--- config.mk ---
export PLATFORM = sky130hd
export DESIGN_NAME = max7219_rx_decoder
export DESIGN_NICKNAME = d
export VERILOG_FILES = /design/src/rtl/max7219_rx_decoder.sv
export SDC_FILE = /design/constraint.sdc
export NUM_CORES = 2
export LEC_CHECK = 0
export ABC_CLOCK_PERIOD_IN_PS = 58800
export BUFFER_PORTS_ARGS = -buffer_cell sky130_fd_sc_hd__clkbuf_2
export CAP_MARGIN = 20
export CORE_MARGIN = 3
export CORE_UTILIZATION = 49
export CTS_CLUSTER_SIZE = 40
export DETAILED_ROUTE_END_ITERATION = 10
export HOLD_SLACK_MARGIN = 0.06
export PLACE_DENSITY_LB_ADDON = 0.05
export SYNTH_ARGS = -nofsm -noshare
export SYNTH_HDL_FRONTEND = slang
export SYNTH_SLANG_ARGS = --single-unit
--- constraint.sdc ---
create_clock -name clk -period 58.8 [get_ports clk]
set_input_delay 8.82 -clock clk [delete_from_list [all_inputs] [get_ports clk]]
set_output_delay 8.82 -clock clk [all_outputs]
set_load 0.005 [all_outputs]
--- src/rtl/max7219_rx_decoder.sv ---
// max7219_rx_decoder
//   Receive-side model of a daisy-chained MAX7219 display bus. The three bus
//   wires are oversampled with the system clock. Bits are shifted in on the
//   serial clock's rising edges, and the frame is checked and latched on the
//   LOAD rising edge. Each 16-bit word is decoded into that matrix's
//   register file.
//
// Ports
//   clk, rst          system clock, asynchronous active-high reset
//   i_max7219_clk     serial clock (asynchronous to clk)
//   i_max7219_din     serial data, MSB first per word
//   i_max7219_load    latch strobe; rising edge ends a frame
//   o_frame_valid     1-cycle pulse, well-formed frame latched
//   o_frame_data      last good frame; word 0 (matrix 0) = last word shifted
//   o_frame_err       1-cycle pulse, malformed frame rejected
//   o_bit_count       bit count of the last frame (saturating)
//   i_rd_matrix       register-file read: matrix index
//   i_rd_addr         register-file read: MAX7219 register address
//   o_rd_data         registered read data (1-cycle latency)
module max7219_rx_decoder #(
  parameter int G_NB_MATRIX   = 8,
  parameter int G_SYNC_STAGES = 2
) (
  input  logic                     clk,
  input  logic                     rst,
  input  logic                     i_max7219_clk,
  input  logic                     i_max7219_din,
  input  logic                     i_max7219_load,
  output logic                     o_frame_valid,
  output logic [16*G_NB_MATRIX-1:0] o_frame_data,
  output logic                     o_frame_err,
  output logic [15:0]              o_bit_count,
  input  logic [3:0]               i_rd_matrix,
  input  logic [3:0]               i_rd_addr,
  output logic [7:0]               o_rd_data
);

  localparam int FRAME_W = 16 * G_NB_MATRIX;

  function automatic logic [15:0] sat_inc(input logic [15:0] n);
    return (n == 16'hFFFF) ? n : n + 16'd1;
  endfunction

  function automatic logic frame_good(input logic [15:0] n);
    return (n != 16'd0) && (n[3:0] == 4'd0) && (32'(n) <= FRAME_W);
  endfunction

  // Addresses 0x0 (no-op), 0xD and 0xE hold no register.
  function automatic logic addr_impl(input logic [3:0] a);
    return (a != 4'h0) && (a != 4'hD) && (a != 4'hE);
  endfunction

  logic [G_SYNC_STAGES-1:0] clk_sync_p0, din_sync_p0, load_sync_p0;
  logic                     clk_p1, load_p1;
  logic                     clk_rise, load_rise, din_bit;

  logic [FRAME_W-1:0] sr;
  logic [FRAME_W-1:0] sr_next;
  logic [15:0]        cnt;
  logic [15:0]        cnt_next;
  logic               frame_ok;
  logic [11:0]        n_words;

  // Rows beyond G_NB_MATRIX are never written and stay zero.
  logic [7:0] regs [16][16];

  // ---- stage p0: synchronizers; p1: edge history ----
  always_ff @(posedge clk or posedge rst) begin
    if (rst) begin
      clk_sync_p0  <= '0;
      din_sync_p0  <= '0;
      load_sync_p0 <= '0;
      clk_p1       <= 1'b0;
      load_p1      <= 1'b0;
    end else begin
      clk_sync_p0  <= {clk_sync_p0[G_SYNC_STAGES-2:0], i_max7219_clk};
      din_sync_p0  <= {din_sync_p0[G_SYNC_STAGES-2:0], i_max7219_din};
      load_sync_p0 <= {load_sync_p0[G_SYNC_STAGES-2:0], i_max7219_load};
      clk_p1       <= clk_sync_p0[G_SYNC_STAGES-1];
      load_p1      <= load_sync_p0[G_SYNC_STAGES-1];
    end
  end

  assign clk_rise  = clk_sync_p0[G_SYNC_STAGES-1] & ~clk_p1;
  assign load_rise = load_sync_p0[G_SYNC_STAGES-1] & ~load_p1;
  assign din_bit   = din_sync_p0[G_SYNC_STAGES-1];

  // A CLK rise coinciding with a LOAD rise is folded into the frame being
  // checked, so the check looks at the post-shift register and count.
  always_comb begin
    sr_next  = sr;
    cnt_next = cnt;
    if (clk_rise) begin
      sr_next  = {sr[FRAME_W-2:0], din_bit};
      cnt_next = sat_inc(cnt);
    end
  end

  assign frame_ok = frame_good(cnt_next);
  assign n_words  = cnt_next[15:4];

  // ---- stage p2: shift, frame check, outputs ----
  always_ff @(posedge clk or posedge rst) begin
    if (rst) begin
      sr            <= '0;
      cnt           <= '0;
      o_frame_data  <= '0;
      o_frame_valid <= 1'b0;
      o_frame_err   <= 1'b0;
      o_bit_count   <= '0;
    end else begin
      o_frame_valid <= 1'b0;
      o_frame_err   <= 1'b0;
      sr            <= sr_next;
      cnt           <= cnt_next;
      if (load_rise) begin
        o_bit_count <= cnt_next;
        cnt         <= '0;
        if (frame_ok) begin
          o_frame_data  <= sr_next;
          o_frame_valid <= 1'b1;
        end else begin
          o_frame_err   <= 1'b1;
        end
      end
    end
  end

  // Only the last n_words words shifted (matrices 0..n_words-1) are decoded
  // on a short frame.
  always_ff @(posedge clk or posedge rst) begin
    if (rst) begin
      for (int m = 0; m < 16; m++)
        for (int a = 0; a < 16; a++)
          regs[m][a] <= '0;
    end else if (load_rise && frame_ok) begin
      for (int m = 0; m < G_NB_MATRIX; m++) begin
        if (m < int'(n_words) && addr_impl(sr_next[16*m+8 +: 4]))
          regs[m][sr_next[16*m+8 +: 4]] <= sr_next[16*m +: 8];
      end
    end
  end

  // ---- read port stage ----
  always_ff @(posedge clk or posedge rst) begin
    if (rst) begin
      o_rd_data <= '0;
    end else if (int'(i_rd_matrix) < G_NB_MATRIX && addr_impl(i_rd_addr)) begin
      o_rd_data <= regs[i_rd_matrix][i_rd_addr];
    end else begin
      o_rd_data <= '0;
    end
  end

endmodule
==> summary.txt <==
Run status
  • Result of the run: finished clean

Cells and area
  • Most used cells in the layout excluding fill and tap cells: 1,330 x sky130_fd_sc_hd__dfrtp_1, 880 x sky130_fd_sc_hd__mux2_2, 439 x sky130_fd_sc_hd__nand2_1, 285 x sky130_fd_sc_hd__mux4_2, 163 x sky130_fd_sc_hd__clkbuf_2
  • Layout net count: 4,019
  • Fraction of layout instances using a drive strength above 1: 44.4%
  • Area growth syn-to-layout: 12.6%
  • Filler Cells Inserted: 9,482
  • Final standard cell count with taps included and fillers excluded: 5,722
  • Most frequent standard cell in the layout excluding fill and tap cells: sky130_fd_sc_hd__dfrtp_1

Power and ir drop
  • Internal power consumption: 1.50 mW
  • Peak VDD IR: 0.0308 mV
  • Power spent charging and discharging nets: 0.451 mW
  • Leakage power figure: 32.7 nW
  • Part of the total power dissipated in the clock network: 48.4%
  • Power Total: 1.95 mW
  • Share of total power consumed by net switching: 23.1%
  • Total power density per cell area: 29.5 nW/µm²
  • Sequential group share of total power: 47.4%
  • Combinational cell fraction of total power: 4.2%

Placed design
  • Routability congestion estimate from global placement: 0.870
  • Post-placement cell count: 5,450
  • Half-perimeter wire length of the detailed placement result: 125,000 µm
  • IO buf count: 166

CTS
  • Clk Latency, worst-skew pair: 790 ps
  • H-tree lvl count: 4
  • Number of buffers added to fix hold violations after cts: 0
  • Total setup buffers inserted after CTS: 0
  • Library cell used as clock root buffer: sky130_fd_sc_hd__clkbuf_16
  • Post_cts resized: 0
  • Clock-pin slew on the worst setup and hold paths: 50 ps
  • Clock tree from TritonCTS: yes
  • Number of buffers on the longest clock path: 3
  • Number of buffers inserted during clock tree synthesis: 146
  • Number of clock sinks: 1,330

Detailed routing
  • Count of TritonRoute iterations in the first routing pass: 7
  • Number of DRC markers in iteration 0: 3,528
  • Average wire per standard cell: 32.6 µm
  • Via count normalized by instance count: 6.13
  • Total wire length: 187,000 µm
  • Remaining DRCs: 0
  • Number of nets with antenna violations after routing: 0
  • Via count of the routed design: 35,100

Setup path
  • Critical-path cell list: clkbuf_2 > inv_8 > buf_12 > buf_4 > buf_12 > buf_4 > buf_4
  • Origin of the critical flop-to-flop path: cnt[0]$_DFF_PP0_
  • Reg-to-Reg End: regs[1386]$_DFFE_PP0P_
  • Critical path type: in -> async
  • Delay-heaviest family, CP: buffers and inverters
  • Type of origin of the critical path: primary input
  • Cell count along the critical path: 7
  • Master of the slowest instance on the critical path: sky130_fd_sc_hd__buf_4
  • Required arrival time at the worst endpoint: 59,570 ps
  • Maximum net fanout on the critical path: 168
  • CP Buf/Inv Count: 7
  • Crit end category: async pin
  • Path depth of the worst reg2reg path: 10
  • R2r setup slk: 53,480 ps
  • Crit-path max cell delay: 820 ps
  • Arrival time worst endpoint: 13,480 ps
  • Most numerous cell on the critical path: sky130_fd_sc_hd__buf_4

Synthesis
  • Gate count of the mapped netlist: 4,006
  • Share of flip-flops with an asynchronous set or reset: 100%
  • Post-synthesis sequential area ratio: 56.8%
  • Unique masters post-synth: 73
  • Number of synthesized register bits: 1,330
  • Flip-flop cell with the highest count after synthesis: sky130_fd_sc_hd__dfrtp_1
  • Total number of yosys warnings: 1,024
  • Net count after synthesis: 4,020
  • Number of synthesized flops with an enable pin: 0
  • Synthesized area per cell: 14.6 µm²
  • Combined area of all synthesized cells: 58,600 µm²

Timing
  • Number of endpoints with negative hold slack in the final report: 0
  • Worst setup skew after layout: 32.9 ps
  • Fmax: 78.6 MHz
  • Final critical path time including I/O delays and setup: 12,720 ps
  • Worst slew margin: 19.4%
  • Slew of the pin with the lowest slew margin: 1200 ps
  • RSZ-0062 raised after global routing: no
  • Ratio of final minimum period to clock period: 21.6%
  • Final setup violating endpoints: 0
  • Count of final max-slew check failures: 0
  • Total Negative Setup Slacks: 0 ps

Floorplan
  • Number of core rows: 126
  • Die outline area: 124,000 µm²
  • Initial cell density of the core: 49.5%
  • Die height: 352 µm
  • Die boundary width: 352 µm
  • Placeable core area: 118,000 µm²
  • Number of top-level design ports: 167

Global routing
  • Overall track demand over capacity in global routing: 30.8%
  • Via count of the first global-routing pass: 36,800
  • Pin count of the biggest net entering global routing: 169
  • Antenna violations before repair: 9
  • Total gr overflow: 0
  • First-pass GRT wire length: 271,000 µm

Min path
  • Hold Path Class: reg -> reg
  • Terminating pin of the worst hold path: clk_sync_p0[1]$_DFF_PP0_
  • Worst Hold Launch: clk_sync_p0[0]$_DFF_PP0_
  • Instance count along the most critical hold path: 0

Flow run
  • Max-cap viol count: 0
## per-layer routing
metal  vias up  track usage, %  wire (µm)
li1      14400               -          -
met1     19100            44.5      82500
met2      1315            46.4      84300
met4         4            10.7       6770
met5         -               0         23
met3       278            6.86      12900
## metrics by stage
step	hold slack (ps)	setup WS, ps	util [%]	instance area, µm²
after floorplan	331	12490	-	58600
final	346	46080	55.7	66000
after detailed placement	336	44950	51.4	60800
after global placement	335	45230	51.2	60600
after global routing	356	45210	55.7	66000
after CTS	347	45800	55.6	65800
## synth_stat cells (18+ instances only)
cell | count | area share [%]
sky130_fd_sc_hd__dfrtp_1 | 1330 | 57
sky130_fd_sc_hd__a21oi_1 | 38 | 0.32
sky130_fd_sc_hd__a22oi_1 | 44 | 0.56
sky130_fd_sc_hd__mux4_2 | 285 | 11
sky130_fd_sc_hd__mux2_2 | 880 | 17
sky130_fd_sc_hd__nand3_1 | 30 | 0.26
sky130_fd_sc_hd__nor3_2 | 38 | 0.65
sky130_fd_sc_hd__nor2_1 | 74 | 0.47
sky130_fd_sc_hd__nor4_4 | 49 | 1.8
sky130_fd_sc_hd__o21ai_0 | 33 | 0.28
sky130_fd_sc_hd__nand4_1 | 18 | 0.19
sky130_fd_sc_hd__clkbuf_1 | 330 | 2.1
sky130_fd_sc_hd__inv_1 | 26 | 0.17
sky130_fd_sc_hd__nand2_1 | 439 | 2.8
sky130_fd_sc_hd__and2_1 | 28 | 0.30
sky130_fd_sc_hd__buf_2 | 59 | 0.50
sky130_fd_sc_hd__mux2_1 | 66 | 1.3
sky130_fd_sc_hd__mux2i_1 | 48 | 0.82
sky130_fd_sc_hd__buf_1 | 28 | 0.18
## state kept, by name, summed over array words and instances, names as in the netlist
name           flops
regs            1024
o_frame_data     128
sr               128
cnt               16
o_bit_count       16
o_rd_data          8
clk_sync_p0        2
din_sync_p0        2
load_sync_p0       2
clk_p1             1
load_p1            1
o_frame_err        1
o_frame_valid      1
## kinds of logic (layout without fill, tap and decap cells)
| group | Yosys count | in the layout | share of synthesized area (%) |
|---|---|---|---|
| flops | 1330 | 1330 | 56.8 |
| compound gates | 161 | 161 | 1.84 |
| mux | 1296 | 1296 | 30.4 |
| xor+xnor | 6 | 6 | 0.0897 |
| buf+inv | 453 | 567 | 3.12 |
| fa+ha+maj | 1 | 1 | 0.0214 |
| other cells | 0 | 2 | 0 |
| simple gates | 759 | 759 | 7.69 |
## worst register-to-register path, stage by stage, from the launching register on
cell and delay (ps):
sky130_fd_sc_hd__dfrtp_1 480, sky130_fd_sc_hd__ha_1 290, sky130_fd_sc_hd__nand3_1 320, sky130_fd_sc_hd__nor4_1 440, sky130_fd_sc_hd__mux2_1 390, sky130_fd_sc_hd__a221oi_2 250
sky130_fd_sc_hd__nand4_1 440, sky130_fd_sc_hd__buf_4 540, sky130_fd_sc_hd__buf_4 480, sky130_fd_sc_hd__nor4_4 1140, sky130_fd_sc_hd__mux2_2 430
## cell type report
| class | instances | area (µm²) | share of cell area, % |
|---|---|---|---|
| Sequential cell | 1330 | 33300 | 50.5 |
| Inverter | 26 | 105 | 0.159 |
| Multi-Input combinational cell | 2223 | 23700 | 35.9 |
| Tap cell | 1600 | 2000 | 3.04 |
| Timing Repair Buffer | 278 | 1940 | 2.94 |
| Clock buffer | 207 | 4310 | 6.53 |
| Antenna cell | 2 | 5.00 | 0.00759 |
| Clock inverter | 56 | 656 | 0.994 |
## power by group through the flow
stage	clock network, mW	registers [mW]	logic (mW)
finish	0.943	0.922	0.0818
global route	1.00	0.922	0.0886
CTS	0.960	0.922	0.0829
detailed placement	0	0.939	0.0828
global placement	0	0.938	0.0813
floorplan	0	0.940	0.0534
## worst max-delay path by stage
stage,endpoint,start,slack (ps)
after floorplan,clk_p1$_DFF_PP0_,rst,12490
after global placement,regs[1037]$_DFFE_PP0P_,rst,45230
after detailed placement,regs[1417]$_DFFE_PP0P_,rst,44950
after CTS,regs[1406]$_DFFE_PP0P_,rst,45800
after global routing,regs[2046]$_DFFE_PP0P_,rst,45210
final,regs[1406]$_DFFE_PP0P_,rst,46080
No activity file was read; power rests on OpenSTA's default activity.
